[config.mk]
export PLATFORM = sky130hd
export DESIGN_NAME = exponent_max_tree
export DESIGN_NICKNAME = d
export VERILOG_FILES = /design/src/rtl/exponent_max_tree.sv
export SDC_FILE = /design/constraint.sdc
export NUM_CORES = 1
export LEC_CHECK = 0
export BUFFER_PORTS_ARGS = -buffer_cell sky130_fd_sc_hd__buf_2
export CORE_MARGIN = 3
export CORE_UTILIZATION = 25
export CTS_CLUSTER_DIAMETER = 80
export CTS_CLUSTER_SIZE = 14
export DETAILED_ROUTE_END_ITERATION = 10
export GPL_TIMING_DRIVEN = 0
export PLACE_DENSITY = 0.44
export SYNTH_ARGS = -nofsm -noshare
export SYNTH_HDL_FRONTEND = slang
export SYNTH_SLANG_ARGS = --single-unit
[constraint.sdc]
create_clock -name clk -period 9.3 [get_ports clk]
set_clock_uncertainty 0.05 [all_clocks]
set_input_delay 2.325 -clock clk [delete_from_list [all_inputs] [get_ports clk]]
set_output_delay 2.325 -clock clk [all_outputs]
set_load 0.01 [all_outputs]
[src/rtl/exponent_max_tree.sv]
// Pipelined max-exponent finder: a log2(LANES)-level comparator tree followed by
// a shift stage that produces the winner and the per-lane alignment shift amounts.
module exponent_max_tree #(
  parameter int EXP_W = 5,
  parameter int LANES = 8,
  parameter int IDX_W = $clog2(LANES)
) (
  input  logic                   clk,
  input  logic                   reset,
  input  logic                   in_valid,
  output logic                   in_ready,
  input  logic [LANES*EXP_W-1:0] in_exp,
  input  logic [LANES-1:0]       in_mask,
  output logic                   out_valid,
  input  logic                   out_ready,
  output logic [EXP_W-1:0]       out_max_exp,
  output logic [LANES-1:0]       out_sel,
  output logic [IDX_W-1:0]       out_idx,
  output logic [LANES*EXP_W-1:0] out_shift,
  output logic                   out_all_zero
);

  localparam int LVL  = $clog2(LANES);
  localparam int HALF = LANES / 2;

  // Registered candidates per level; level l only uses its first LANES>>l nodes.
  logic [EXP_W-1:0]       lvl_exp_r  [1:LVL][HALF];
  logic [IDX_W-1:0]       lvl_idx_r  [1:LVL][HALF];
  logic                   lvl_live_r [1:LVL][HALF];
  logic [LANES*EXP_W-1:0] vec_exp_r  [1:LVL];
  logic [LANES-1:0]       vec_mask_r [1:LVL];
  logic [LVL:1]           valid_r;

  logic [EXP_W-1:0]       cur_exp_s  [0:LVL][LANES];
  logic [IDX_W-1:0]       cur_idx_s  [0:LVL][LANES];
  logic                   cur_live_s [0:LVL][LANES];
  logic [EXP_W-1:0]       nxt_exp_s  [1:LVL][HALF];
  logic [IDX_W-1:0]       nxt_idx_s  [1:LVL][HALF];
  logic                   nxt_live_s [1:LVL][HALF];

  logic [EXP_W-1:0]       max_s;
  logic [LANES-1:0]       sel_s;
  logic [LANES*EXP_W-1:0] shift_s;
  logic                   stall_s;

  assign stall_s  = out_valid && !out_ready;
  assign in_ready = !stall_s;

  // Uniform view of every level's candidates: level 0 straight from the input lanes.
  always_comb begin
    for (int l = 0; l <= LVL; l++) begin
      for (int n = 0; n < LANES; n++) begin
        cur_exp_s[l][n]  = {EXP_W{1'b0}};
        cur_idx_s[l][n]  = {IDX_W{1'b0}};
        cur_live_s[l][n] = 1'b0;
      end
    end
    for (int n = 0; n < LANES; n++) begin
      cur_exp_s[0][n]  = in_exp[n*EXP_W +: EXP_W];
      cur_idx_s[0][n]  = IDX_W'(n);
      cur_live_s[0][n] = in_mask[n];
    end
    for (int l = 1; l <= LVL; l++) begin
      for (int n = 0; n < HALF; n++) begin
        cur_exp_s[l][n]  = lvl_exp_r[l][n];
        cur_idx_s[l][n]  = lvl_idx_r[l][n];
        cur_live_s[l][n] = lvl_live_r[l][n];
      end
    end
  end

  // Comparator nodes: the higher-indexed live candidate wins ties.
  always_comb begin
    for (int l = 1; l <= LVL; l++) begin
      for (int n = 0; n < HALF; n++) begin
        nxt_exp_s[l][n]  = {EXP_W{1'b0}};
        nxt_idx_s[l][n]  = {IDX_W{1'b0}};
        nxt_live_s[l][n] = 1'b0;
        if (n < (LANES >> l)) begin
          if (cur_live_s[l-1][2*n+1] &&
              (!cur_live_s[l-1][2*n] || (cur_exp_s[l-1][2*n+1] >= cur_exp_s[l-1][2*n]))) begin
            nxt_exp_s[l][n]  = cur_exp_s[l-1][2*n+1];
            nxt_idx_s[l][n]  = cur_idx_s[l-1][2*n+1];
            nxt_live_s[l][n] = 1'b1;
          end else if (cur_live_s[l-1][2*n]) begin
            nxt_exp_s[l][n]  = cur_exp_s[l-1][2*n];
            nxt_idx_s[l][n]  = cur_idx_s[l-1][2*n];
            nxt_live_s[l][n] = 1'b1;
          end else begin
            nxt_exp_s[l][n]  = {EXP_W{1'b0}};
            nxt_idx_s[l][n]  = cur_idx_s[l-1][2*n+1];
            nxt_live_s[l][n] = 1'b0;
          end
        end else begin
          nxt_live_s[l][n] = 1'b0;
        end
      end
    end
  end

  // Shift stage: decode the root and compute lane shifts against the winner.
  always_comb begin
    if (lvl_live_r[LVL][0]) begin
      max_s = lvl_exp_r[LVL][0];
      sel_s = LANES'(1'b1) << lvl_idx_r[LVL][0];
    end else begin
      max_s = {EXP_W{1'b0}};
      sel_s = {LANES{1'b0}};
    end
    for (int i = 0; i < LANES; i++) begin
      if (vec_mask_r[LVL][i]) begin
        shift_s[i*EXP_W +: EXP_W] = max_s - vec_exp_r[LVL][i*EXP_W +: EXP_W];
      end else begin
        shift_s[i*EXP_W +: EXP_W] = {EXP_W{1'b0}};
      end
    end
  end

  // Global pipeline advance; everything holds while the output is stalled.
  always_ff @(posedge clk or posedge reset) begin
    if (reset) begin
      valid_r      <= {LVL{1'b0}};
      out_valid    <= 1'b0;
      out_max_exp  <= {EXP_W{1'b0}};
      out_sel      <= {LANES{1'b0}};
      out_idx      <= {IDX_W{1'b0}};
      out_shift    <= {(LANES*EXP_W){1'b0}};
      out_all_zero <= 1'b0;
      for (int l = 1; l <= LVL; l++) begin
        vec_exp_r[l]  <= {(LANES*EXP_W){1'b0}};
        vec_mask_r[l] <= {LANES{1'b0}};
        for (int n = 0; n < HALF; n++) begin
          lvl_exp_r[l][n]  <= {EXP_W{1'b0}};
          lvl_idx_r[l][n]  <= {IDX_W{1'b0}};
          lvl_live_r[l][n] <= 1'b0;
        end
      end
    end else if (!stall_s) begin
      valid_r[1]    <= in_valid;
      vec_exp_r[1]  <= in_exp;
      vec_mask_r[1] <= in_mask;
      for (int l = 2; l <= LVL; l++) begin
        valid_r[l]    <= valid_r[l-1];
        vec_exp_r[l]  <= vec_exp_r[l-1];
        vec_mask_r[l] <= vec_mask_r[l-1];
      end
      for (int l = 1; l <= LVL; l++) begin
        for (int n = 0; n < HALF; n++) begin
          lvl_exp_r[l][n]  <= nxt_exp_s[l][n];
          lvl_idx_r[l][n]  <= nxt_idx_s[l][n];
          lvl_live_r[l][n] <= nxt_live_s[l][n];
        end
      end
      out_valid    <= valid_r[LVL];
      out_max_exp  <= max_s;
      out_sel      <= sel_s;
      out_idx      <= lvl_idx_r[LVL][0];
      out_shift    <= shift_s;
      out_all_zero <= !lvl_live_r[LVL][0];
    end
  end

endmodule

==> metrics.md <==
| Metric | Value |
|---|---|
| Status | `finished clean` |
| Die height | `225.6 um` |
| Critical Path Slowest Stage Cell | `buf_2` |
| Post-DP HPWL | `29.22 mm` |
| GP Congestion | `0.8395` |
| Synth cell count leaders | `445 x nand2_1, 260 x dfrtp_1, 100 x inv_1` |
| Setup repair after global routing missed its margin | `no` |
| Total routed wirelength | `39.30 mm` |
| Nets@finish | `1544` |
| CTS hold repair buffers | `0` |
| Syn. warnings | `0` |
| Resized cells post-CTS | `0` |
| Final Instance Area | `14080 um2` |
| DR DRC count | `0` |
| Distinct cells, synth | `42` |
| Final Util | `29.93%` |
| Leakage power figure | `0.007012 uW` |
| Worst path required time | `6.93 ns` |
| Post-synthesis mux area share | `0.1660%` |
| Cells along the critical path | `buf_2, nor2b_1, buf_2, inv_2, buf_2, buf_2, buf_2` |
| Die Wd | `225.6 um` |
| Worst min path class | `flop to flop` |
| XOR/XNOR share of the synthesized area | `2.325%` |
| GRT Overall Usage | `15.51%` |
| Synth Flop Type | `dfrtp_1` |
| Vias/cell | `4.541` |
| Setup violators final | `0` |
| Clock Latency Late Sink | `0.52 ns` |
| First-pass GRT wire length | `59.43 mm` |
| Final worst setup slack | `3.158 ns` |
| Iter 0 DRT Violations | `530` |
| Mapped Area | `12060 um2` |
| Number of flops mapped to enable cells by yosys | `0` |
| Max Root-Sink Buffers | `3` |
| Leading post-synthesis cells by cell area | `dfrtp_1 54%, nand2_1 14%, ha_1 7.0%` |
| Dpl ws | `3.159 ns` |
| Die ar. | `50900 um2` |
| Top-area cell type share of the netlist area | `53.96%` |
| DR vias | `9200` |
| Clock sinks | `260` |
| I/O pin cnt | `111` |
| CP arrival | `3.77 ns` |
| Initial Util | `25.62%` |
| Largest net degree at the start of global routing | `42` |
| CTS Root Cell | `clkbuf_16` |
| Layout cells sized above 1 | `12.48%` |
| IO Port Bufs | `106` |
| Critical path launch point type | `input pin` |
| ANT nets after route | `0` |
| Tmin final | `6.142 ns` |
| Async SR Flop Fraction | `100.0%` |
| DP Area | `13490 um2` |
| Slew Limit Fails | `0` |
| Synth Area in Simple Gates | `16.84%` |
| Clock tree from TritonCTS | `done` |
| CP top delay family | `buffers and inverters` |
| Clk pin slew, worst setup/hold paths | `0.07 ns` |
| Max_slew headroom | `31.93%` |
| CTS Buf Count | `22` |
| Tcrit/Tclk final | `66.04%` |
| Total chip power | `4547 uW` |
| Most frequent cell after synthesis | `nand2_1` |
| Average cell area after synthesis | `9.419 um2` |
| WP buf/inv | `6` |
| Overflow after GRT | `0` |
| Crit end category | `primary output` |
| Syn nets | `1407` |
| Largest area contributor in the netlist | `dfrtp_1` |
| Synth-to-Final Area Change | `16.78%` |
| Worst Max-Slew Pin Slew | `1.019 ns` |
| H-tree Lvls | `1` |
| WL per Instance | `19.40 um` |
| Sequential area share after synthesis | `53.96%` |
| Critical path class | `input pin to primary output` |
| Placement Rows | `79` |
| Post-CTS setup buffers | `0` |
| Worst vdd ir | `0.00009880 V` |
| Largest family of logic cells by synthesized area | `simple AND/OR/NAND/NOR gates` |
| Slowest stage delay, CP | `0.43 ns` |
| Setup TNS | `0 ns` |
| Worst path most repeated cell | `buf_2` |
| Vias in the first global route | `9476` |
| DRT Pass-1 Iters | `5` |
| Mapped Cells | `1280` |
| Complex-gate fraction of the synthesized area | `12.74%` |
| Fmax | `162.8 MHz` |
| Core Region | `47050 um2` |
| Max-Cap Viols | `0` |
| Initial antenna violation count | `1` |
| Power Density | `322.9 nW/um2` |
| Post-synthesis register bit count | `260` |
| Synth Area in Adders | `8.281%` |
| CP Max Fanout | `10` |
| Hold violation count in the final report | `0` |
registers in the layout, summed over array words and instances (netlist names):
| signal | count |
|---|---|
| vec_exp_r | 120 |
| out_all_zero | 1 |
| cur_exp_s | 35 |
| cur_idx_s | 13 |
| cur_live_s | 7 |
| out_idx | 3 |
| out_sel | 8 |
| valid_r | 3 |
| out_valid | 1 |
| out_shift | 40 |
| vec_mask_r | 24 |
| out_max_exp | 5 |
power breakdown:
group | total, uW | internal, uW | switching (uW)
combinational | 1890 | 707 | 1180
sequential | 1810 | 1560 | 246
clock | 850 | 438 | 412
total | 4550 | 2710 | 1840
worst register-to-register path, cell delays in order, from the launching register on:
cell     delay [ns]
dfrtp_1        0.36
buf_2          0.19
nand2_1        0.77
inv_1          0.59
ha_1           0.46
a21o_1         0.16
a21oi_1        0.18
xor2_1         0.09
o31ai_1        0.20
cells by family (layout without fill, tap and decap cells):
logic type                 Yosys count  after routing
DFF                                260            260
and+or+nand+nor                    507            507
xor gates and xnor gates            32             32
other                                0              1
adders and majority gates           75             75
muxes                                2              2
AOI/OAI and AO/OA                  232            232
buffers and inverters              172            310
metal layers:
layer	routed length [um]	track usage, %	share of wire (%)
met2	19310	26.99	49
met3	1492	2.262	3.8
met1	17740	20.47	45
met4	758	3.526	1.9
met5	0	0	0
final timing paths:
check | from | endpoint | slack (ns) | depth (start not counted)
max | out_ready | in_ready | 3.16 | 7
min | vec_exp_r[55] | vec_exp_r[15] | 0.42 | 2
max reg2reg | cur_live_s[7] | out_shift[33] | 6.16 | 8
min reg2reg | vec_exp_r[55] | vec_exp_r[15] | 0.42 | 2
max in group asynchronous | reset | vec_exp_r[28] | 6.25 | 5
min in group asynchronous | reset | out_shift[6] | 1.82 | 2
final cells by class:
type	count	area (um2)
inverter	101	382.9
clock buffer	24	579.3
sequential	260	6506
buffer	71	305.3
clock inverter	1	7.507
tap	607	759.5
fill	5096	32970
timing repair buffer	113	670.6
antenna	1	2.502
multi-input combinational	848	4866
cell usage in the layout (no fill, tap or decap), types with 6 or more instances in the layout:
cell	n
nand2_1	445
xor2_1	16
a31oi_1	13
nand4_1	28
xnor2_1	16
inv_1	99
a41oi_1	6
clkbuf_16	23
buf_1	9
buf_2	137
ha_1	67
clkbuf_1	32
dfrtp_1	260
o21ai_0	79
o211ai_1	12
fa_1	8
nor2_1	10
a21o_1	20
o31ai_1	40
a21oi_1	27
buf_12	7
nor2b_1	7
o221ai_1	15
stage by stage:
stage	instances	hold slack, ns
CTS	2025	0.4199
global placement	1993	0.3954
finish	2026	0.4156
detailed placement	2000	0.4036
floorplan	1280	0.3800
global route	2025	0.4364
Note: power is estimated with default switching activity, not from simulation.
